### config.mk
export PLATFORM = sky130hd
export DESIGN_NAME = vga_timing_gen
export DESIGN_NICKNAME = d
export VERILOG_FILES = /design/src/rtl/vga_timing_pkg.sv /design/src/rtl/vga_timing_gen_delay.sv /design/src/rtl/vga_timing_gen.sv
export SDC_FILE = /design/constraint.sdc
export NUM_CORES = 1
export LEC_CHECK = 0
export ABC_AREA = 1
export ABC_CLOCK_PERIOD_IN_PS = 2580
export CAP_MARGIN = 20
export CORE_AREA = 2 2 69 71
export DETAILED_ROUTE_END_ITERATION = 6
export DIE_AREA = 0 0 71 73
export GPL_TIMING_DRIVEN = 0
export PLACE_DENSITY = 0.83
export SYNTH_ARGS = -nofsm -noshare
export SYNTH_HDL_FRONTEND = slang
export SYNTH_SLANG_ARGS = --single-unit
### constraint.sdc
create_clock -name vga_clk -period 2.58 [get_ports vga_clk]
set_clock_uncertainty 0.05 [all_clocks]
set_input_delay 0.516 -clock vga_clk [delete_from_list [all_inputs] [get_ports vga_clk]]
set_output_delay 0.516 -clock vga_clk [all_outputs]
set_load 0.03 [all_outputs]
### src/rtl/vga_timing_pkg.sv
// Shared 640x480@60 raster timing constants and the delayed control bundle
// (hs/vs/blank) that travels alongside the mapper's ROM and RGB pipeline.
package vga_timing_pkg;

    localparam int DEF_H_ACTIVE   = 640;
    localparam int DEF_H_FP       = 16;
    localparam int DEF_H_SYNC     = 96;
    localparam int DEF_H_BP       = 48;
    localparam int DEF_V_ACTIVE   = 480;
    localparam int DEF_V_FP       = 10;
    localparam int DEF_V_SYNC     = 2;
    localparam int DEF_V_BP       = 33;
    localparam int DEF_PIPE_DELAY = 2;

    localparam int DEF_H_TOTAL  = DEF_H_ACTIVE + DEF_H_FP + DEF_H_SYNC + DEF_H_BP;
    localparam int DEF_V_TOTAL  = DEF_V_ACTIVE + DEF_V_FP + DEF_V_SYNC + DEF_V_BP;
    localparam int DEF_HS_START = DEF_H_ACTIVE + DEF_H_FP;
    localparam int DEF_HS_END   = DEF_HS_START + DEF_H_SYNC;
    localparam int DEF_VS_START = DEF_V_ACTIVE + DEF_V_FP;
    localparam int DEF_VS_END   = DEF_VS_START + DEF_V_SYNC;

    // Counters are 10 bits wide, so neither total may exceed this.
    localparam int MAX_TOTAL = 1024;

    typedef struct packed {
        logic hs;
        logic vs;
        logic blank;
    } vga_ctl_t;

    localparam vga_ctl_t VGA_CTL_IDLE = '{hs: 1'b1, vs: 1'b1, blank: 1'b0};

    function automatic logic in_window(input logic [10:0] cnt, input int lo, input int hi);
        return (cnt >= 11'(lo)) && (cnt < 11'(hi));
    endfunction

endpackage

### src/rtl/vga_timing_gen_delay.sv
// N-stage shift register for the hs/vs/blank bundle; N=0 is a plain wire.
// Reset fills every stage with the idle (no sync, blanked) pattern.
module vga_ctl_delay
    import vga_timing_pkg::*;
#(
    parameter int N = 2
) (
    input  logic     vga_clk,
    input  logic     reset_n,
    input  vga_ctl_t d,
    output vga_ctl_t q
);

    if (N == 0) begin : g_pass
        assign q = d;
    end else begin : g_pipe
        vga_ctl_t stage_p [N];

        always_ff @(posedge vga_clk or negedge reset_n) begin
            if (!reset_n) begin
                for (int i = 0; i < N; i++) stage_p[i] <= VGA_CTL_IDLE;
            end else begin
                stage_p[0] <= d;
                for (int i = 1; i < N; i++) stage_p[i] <= stage_p[i-1];
            end
        end

        assign q = stage_p[N-1];
    end

endmodule

### src/rtl/vga_timing_gen.sv
// Raster counters and sync/blank decode. DrawX/DrawY feed the tile mapper
// undelayed; hs/vs/blank are delayed to line up with the mapper's RGB output.
module vga_timing_gen
    import vga_timing_pkg::*;
#(
    parameter int H_ACTIVE   = DEF_H_ACTIVE,
    parameter int H_FP       = DEF_H_FP,
    parameter int H_SYNC     = DEF_H_SYNC,
    parameter int H_BP       = DEF_H_BP,
    parameter int V_ACTIVE   = DEF_V_ACTIVE,
    parameter int V_FP       = DEF_V_FP,
    parameter int V_SYNC     = DEF_V_SYNC,
    parameter int V_BP       = DEF_V_BP,
    parameter int PIPE_DELAY = DEF_PIPE_DELAY
) (
    input  logic        vga_clk,
    input  logic        reset_n,
    output logic        hs,
    output logic        vs,
    output logic        blank,
    output logic        sync,
    output logic [9:0]  DrawX,
    output logic [9:0]  DrawY,
    output logic        frame_start,
    output logic [15:0] frame_count
);

    localparam int H_TOTAL  = H_ACTIVE + H_FP + H_SYNC + H_BP;
    localparam int V_TOTAL  = V_ACTIVE + V_FP + V_SYNC + V_BP;
    localparam int HS_START = H_ACTIVE + H_FP;
    localparam int HS_END   = HS_START + H_SYNC;
    localparam int VS_START = V_ACTIVE + V_FP;
    localparam int VS_END   = VS_START + V_SYNC;

    if (H_TOTAL > MAX_TOTAL || V_TOTAL > MAX_TOTAL) begin : g_bad_total
        $error("vga_timing_gen: H_TOTAL=%0d / V_TOTAL=%0d exceed 1024", H_TOTAL, V_TOTAL);
    end
    if (PIPE_DELAY < 0 || PIPE_DELAY > 7) begin : g_bad_delay
        $error("vga_timing_gen: PIPE_DELAY=%0d outside 0..7", PIPE_DELAY);
    end

    logic [9:0]  hc;
    logic [9:0]  vc;
    logic        h_last;
    logic        v_last;
    logic [10:0] hc_w;
    logic [10:0] vc_w;
    vga_ctl_t    ctl_raw;
    vga_ctl_t    ctl_dly;

    assign h_last = (hc == 10'(H_TOTAL - 1));
    assign v_last = (vc == 10'(V_TOTAL - 1));

    always_ff @(posedge vga_clk or negedge reset_n) begin
        if (!reset_n) begin
            hc          <= '0;
            vc          <= '0;
            frame_count <= '0;
        end else begin
            hc <= h_last ? 10'd0 : hc + 10'd1;
            if (h_last) begin
                vc <= v_last ? 10'd0 : vc + 10'd1;
                if (v_last) frame_count <= frame_count + 16'd1;
            end
        end
    end

    // Widened by one bit so a window ending exactly at 1024 still compares correctly.
    assign hc_w = {1'b0, hc};
    assign vc_w = {1'b0, vc};

    always_comb begin
        ctl_raw       = VGA_CTL_IDLE;
        ctl_raw.blank = (hc_w < 11'(H_ACTIVE)) && (vc_w < 11'(V_ACTIVE));
        ctl_raw.hs    = !in_window(hc_w, HS_START, HS_END);
        ctl_raw.vs    = !in_window(vc_w, VS_START, VS_END);
    end

    vga_ctl_delay #(
        .N (PIPE_DELAY)
    ) u_ctl_delay (
        .vga_clk (vga_clk),
        .reset_n (reset_n),
        .d       (ctl_raw),
        .q       (ctl_dly)
    );

    assign hs          = ctl_dly.hs;
    assign vs          = ctl_dly.vs;
    assign blank       = ctl_dly.blank;
    assign sync        = 1'b0;
    assign DrawX       = hc;
    assign DrawY       = vc;
    assign frame_start = (hc == 10'd0) && (vc == 10'd0);

endmodule
== After elaboration in Yosys (flattened, before gate mapping) ==
Cells that the tools add are included.

* Bits in registers: 42
* Word-level logic and storage cells: 31

* $add $sub $neg: 3
* $lt $le $gt $ge: 6
* Eq/ne operators: 2
* Muxes and demuxes: 2
* Reductions and logical operators: 9

{| class="wikitable"
|+ Operators with widths
! cell !! count
|-
| 10-bit by 1-bit adder with 10-bit output (second input constant) || 2
|-
| 10-bit equality test (second input constant) || 2
|-
| 10-bit zero test || 2
|-
| 10-bit < comparator (second input constant) || 2
|-
| 10-bit by 9-bit < comparator with 1-bit output (second input constant) || 2
|-
| 10-bit two-way mux || 2
|-
| 16-bit by 1-bit adder with 16-bit output (second input constant) || 1
|-
| 10-bit greater-or-equal comparator (second input constant) || 1
|-
| 10-bit by 9-bit greater-or-equal comparator with 1-bit output (second input constant) || 1
|-
| 1-bit logical AND || 4
|-
| 1-bit zero test || 2
|-
| 2-bit AND reduction || 1
|}

== Depth between registers and ports, before layout ==
* Depth after elaboration: 3
* Depth in mapped cells: 9

== Hierarchy ==
Synthesis repeated with hierarchy kept, for this count alone.

* Cells, all modules: 329
* Area total of the unflattened synthesis: 2464.9 um2

{| class="wikitable"
|+ Modules (own cells, without submodules)
! module !! instances !! cells each !! area each (um2) !! seq. area each (um2)
|-
| vga_timing_gen || 1 || 320 || 2287.2 || 900.9
|-
| vga_ctl_delay || 1 || 9 || 177.7 || 155.1
|}

== Least setup slack after synthesis ==
No wires, ideal clock.

* Kind: register to output
* From: reg vc[0] (netlist: DrawY[0])
* To: out frame_start
* Arrival: 1.775 ns
* Required time: 2.014 ns
* Path slack: 0.239 ns
* Stages on the path, launching flop included: 7
* Buffers on the path: 0
* Path through: dfrtp_1 -> inv_1 -> ha_1 -> inv_1 -> nor2_1 -> nand3_1 -> nor3_1

* Word-level cells in the longest chain between the ends: 2

{| class="wikitable"
|+ RTL lines
! item !! RTL line !! text
|-
| start: declaration || vga_timing_gen.sv:43 || <nowiki>logic [9:0] vc;</nowiki>
|-
| start signal: assignment || vga_timing_gen.sv:62 || <nowiki>vc <= v_last ? 10'd0 : vc + 10'd1;</nowiki>
|-
| 10-bit zero test || vga_timing_gen.sv:94 || <nowiki>assign frame_start = (hc == 10'd0) && (vc == 10'd0);</nowiki>
|-
| 1-bit logical AND || vga_timing_gen.sv:94 ||
|-
| end: declaration || vga_timing_gen.sv:24 || <nowiki>output logic frame_start,</nowiki>
|}

Every way passes these cells.

== Worst setup path after layout ==
Ends and elaborated chain as after synthesis.

==> flow_summary.json <==
{
  "outcome": "completed",
  "mappedNetlistArea_um2": 2450,
  "yosysMostFrequentCell": "sky130_fd_sc_hd__nand2_1",
  "r2r_setup_slack_ns": 0.86,
  "criticalPathCategory": "reg -> out",
  "drc_errors": 0,
  "netlist_top_cells_area": "sky130_fd_sc_hd__dfrtp_1 39%, sky130_fd_sc_hd__nand2_1 17%, sky130_fd_sc_hd__inv_1 6.9%",
  "fraction_of_final_layout_cells_with_drive_strength_greater_than_1_pct": 9.38,
  "cts_tree": "done",
  "finish.net_count": 390,
  "critical_path.most_common_cell": "sky130_fd_sc_hd__inv_1",
  "design_power_total_mw": 1.20,
  "path_cells": "inv_1 -> ha_1 -> inv_1 -> nor2_1 -> nand3_1 -> nor3_2 -> buf_2",
  "maximum_clock_path_buffer_count": 2,
  "routed_wire_length_per_instance_um": 12.5,
  "finalInstanceArea_um2": 3050,
  "detail-route-antenna-nets": 0,
  "p_leak_nw": 1.53,
  "globalRoute.totalOverflow": 0,
  "die-area_um2": 5180,
  "placedCellCount": 430,
  "clock_sinks": 42,
  "primary_flip_flop_cell_chosen_by_synthesis_mapping": "sky130_fd_sc_hd__dfrtp_1",
  "post-route-min-period_ns": 2.39,
  "ys_seq_area_share_pct": 43.1,
  "timing.critical_path.slowest_stage_cell": "sky130_fd_sc_hd__dfrtp_1",
  "drv.max_cap_violation_count": 0,
  "num_io_pins": 43,
  "first_global_vias": 2121,
  "setup_viol": 0,
  "track_usage_pct": 23.1,
  "port-buffer-count": 41,
  "drt_pre_antenna_iters": 4,
  "synth.yosys.warnings": 0,
  "unrepaired_setup_endpoints_after_global_routing": "no",
  "cp-start-kind": "flip-flop",
  "grt_max_degree": 42,
  "timing.critical_path.required_ns": 2.01,
  "cp_data_arrival_time_ns": 1.83,
  "yosys.area.top_type_share_pct": 38.8,
  "die_w_um": 71,
  "final-max-slew-violation-count": 0,
  "final-hold-violation-count": 0,
  "die_y_um": 73,
  "cts.repair_timing.setup_buffer_count": 0,
  "clkSlewWorstSetupHoldPaths_ns": 0.08,
  "synthArstFlopShare_pct": 100,
  "synth.avg_cell_area_um2": 7.34,
  "achievable-frequency_mhz": 418,
  "rows": 25,
  "synth_top_cells_by_count": "108 x sky130_fd_sc_hd__nand2_1, 45 x sky130_fd_sc_hd__inv_1, 45 x sky130_fd_sc_hd__nor2_1",
  "holdCritPathClass": "in -> async",
  "critical_path.max_fanout": 4,
  "fin_cells": 438,
  "synth.ff_latch_count": 42,
  "tritoncts.num_buffers": 5,
  "synth_cell_type_count": 28,
  "power_per_cell_area_nw_per_um2": 393,
  "post_drt_via_cell_ratio": 5.18,
  "ratio_of_final_minimum_period_to_clock_period_pct": 92.8,
  "antenna_diode_count": 0,
  "dpl_cell_area_um2": 2940,
  "synth_enable_flop_cells": 0,
  "detailed_place_hpwl_um": 3940,
  "routabilityCongestion": 0.917,
  "max-vdd-ir-drop_v": 0.000195,
  "drt_first_iter_violations": 217,
  "synthesis.instances": 334,
  "grt_antenna_before_repair": 0,
  "crit_path_end_kind": "primary output",
  "cts-htree-levels": 2,
  "core_region_area_um2": 4540,
  "global_route_wire_length_before_repair_um": 9410,
  "synth.net_count": 341,
  "clock_tree.root_cell": "sky130_fd_sc_hd__clkbuf_8",
  "drt-total-wl_um": 5500,
  "hold-worst-slack_ns": 0.124,
  "max_stage_delay_ns": 0.41,
  "area.growth.synth_to_final_pct": 24.6,
  "start_util_pct": 54.0,
  "final.setup.tns_ns": 0,
  "insertion_delay_ns": 0.30,
  "vias": 2268,
  "post-synth-top-area-cell": "sky130_fd_sc_hd__dfrtp_1"
}
-- cells in the final DEF, fill, tap and decap left out, drive strengths merged --
cell           Yosys  layout
clkdlybuf4s50      0      39
bufinv             0       1
xnor2              3       3
clkinv             0       2
nand2            111     111
nand3             30      30
dfstp              4       4
dfrtp             38      38
nor3               4       4
clkbuf             0       5
a21oi              3       3
inv               47      47
nor4               1       1
conb               1       1
nand3b             1       1
xor2              12      12
ha                 5       5
nor2              54      54
nand4              6       6
buf                4       7
o21ai             10      10
-- cell families (layout without fill, tap and decap cells) --
kind of cell / count (synthesis) / in the layout / synth area share, %
flops: 42 / 42 / 43.1
xor+xnor: 15 / 15 / 5.36
other cells: 1 / 1 / 0.153
fa+ha+maj: 5 / 5 / 2.55
buf+inv: 51 / 101 / 8.37
simple gates: 207 / 207 / 37.8
compound gates: 13 / 13 / 2.65
-- registers in the layout, indices dropped and copies added (netlist names) --
signal                      cells
u_ctl_delay.g_pipe.stage_p      3
u_ctl_delay.q                   3
DrawY                          10
frame_count                    16
DrawX                          10
-- report_power, final --
part | total, mW | leakage [nW] | switching (mW) | internal (mW)
combinational | 0.0199 | 0.922 | 0.0151 | 0.00474
sequential | 0.658 | 0.548 | 0 | 0.658
clock | 0.521 | 0.0579 | 0.236 | 0.285
total | 1.20 | 1.53 | 0.251 | 0.948
-- final cells by class --
type	instances	area, um2
flip-flops and latches	42	1060
well taps	54	67.6
multi-input cells	241	1190
clock inverters	3	40.0
clock buffers	5	68.8
plain buffers	4	28.8
fillers	386	1480
repair buffers	42	420
inverters	47	176
-- critical path, delay by kind of cell (launching register included) --
family	cells	cell delay, ns
AND/OR/NAND/NOR	3	0.50
buffers and inverters	3	0.40
adder cells (fa/ha/maj)	1	0.21
flip-flops	1	0.41
-- timing repair --
action / CTS / global route
setup endpoints to repair: 1 / 1
hold endpoints to repair: 0 / 0
resized for setup: 4 / 3
hold buffers: 0 / 0
-- metal layers --
metal	global-route usage (%)	part of all wire, %
met1	29.7	44
met2	38.9	49
met3	4.28	5.0
met4	8.81	2.1
met5	0	0
-- path summary, 6_finish.rpt --
kind                                               start                to  cells past startpoint
min                                              reset_n  u_ctl_delay.q[2]                      1
max in group asynchronous                        reset_n  u_ctl_delay.q[1]                      2
max reg2reg                                     DrawX[0]    frame_count[9]                      8
min reg2reg                u_ctl_delay.g_pipe.stage_p[5]  u_ctl_delay.q[2]                      0
max                                             DrawY[0]       frame_start                      7
min in group vga_clk       u_ctl_delay.g_pipe.stage_p[5]  u_ctl_delay.q[2]                      0
-- through the flow --
stage               utilization, %  setup slack, ns
CTS                           67.3           0.0314
floorplan                        -            0.239
finish                        67.3            0.185
global placement              64.6           -0.115
global route                  67.3           0.0874
detailed placement            64.9           0.0201
Power figures use the tool's default switching activity.
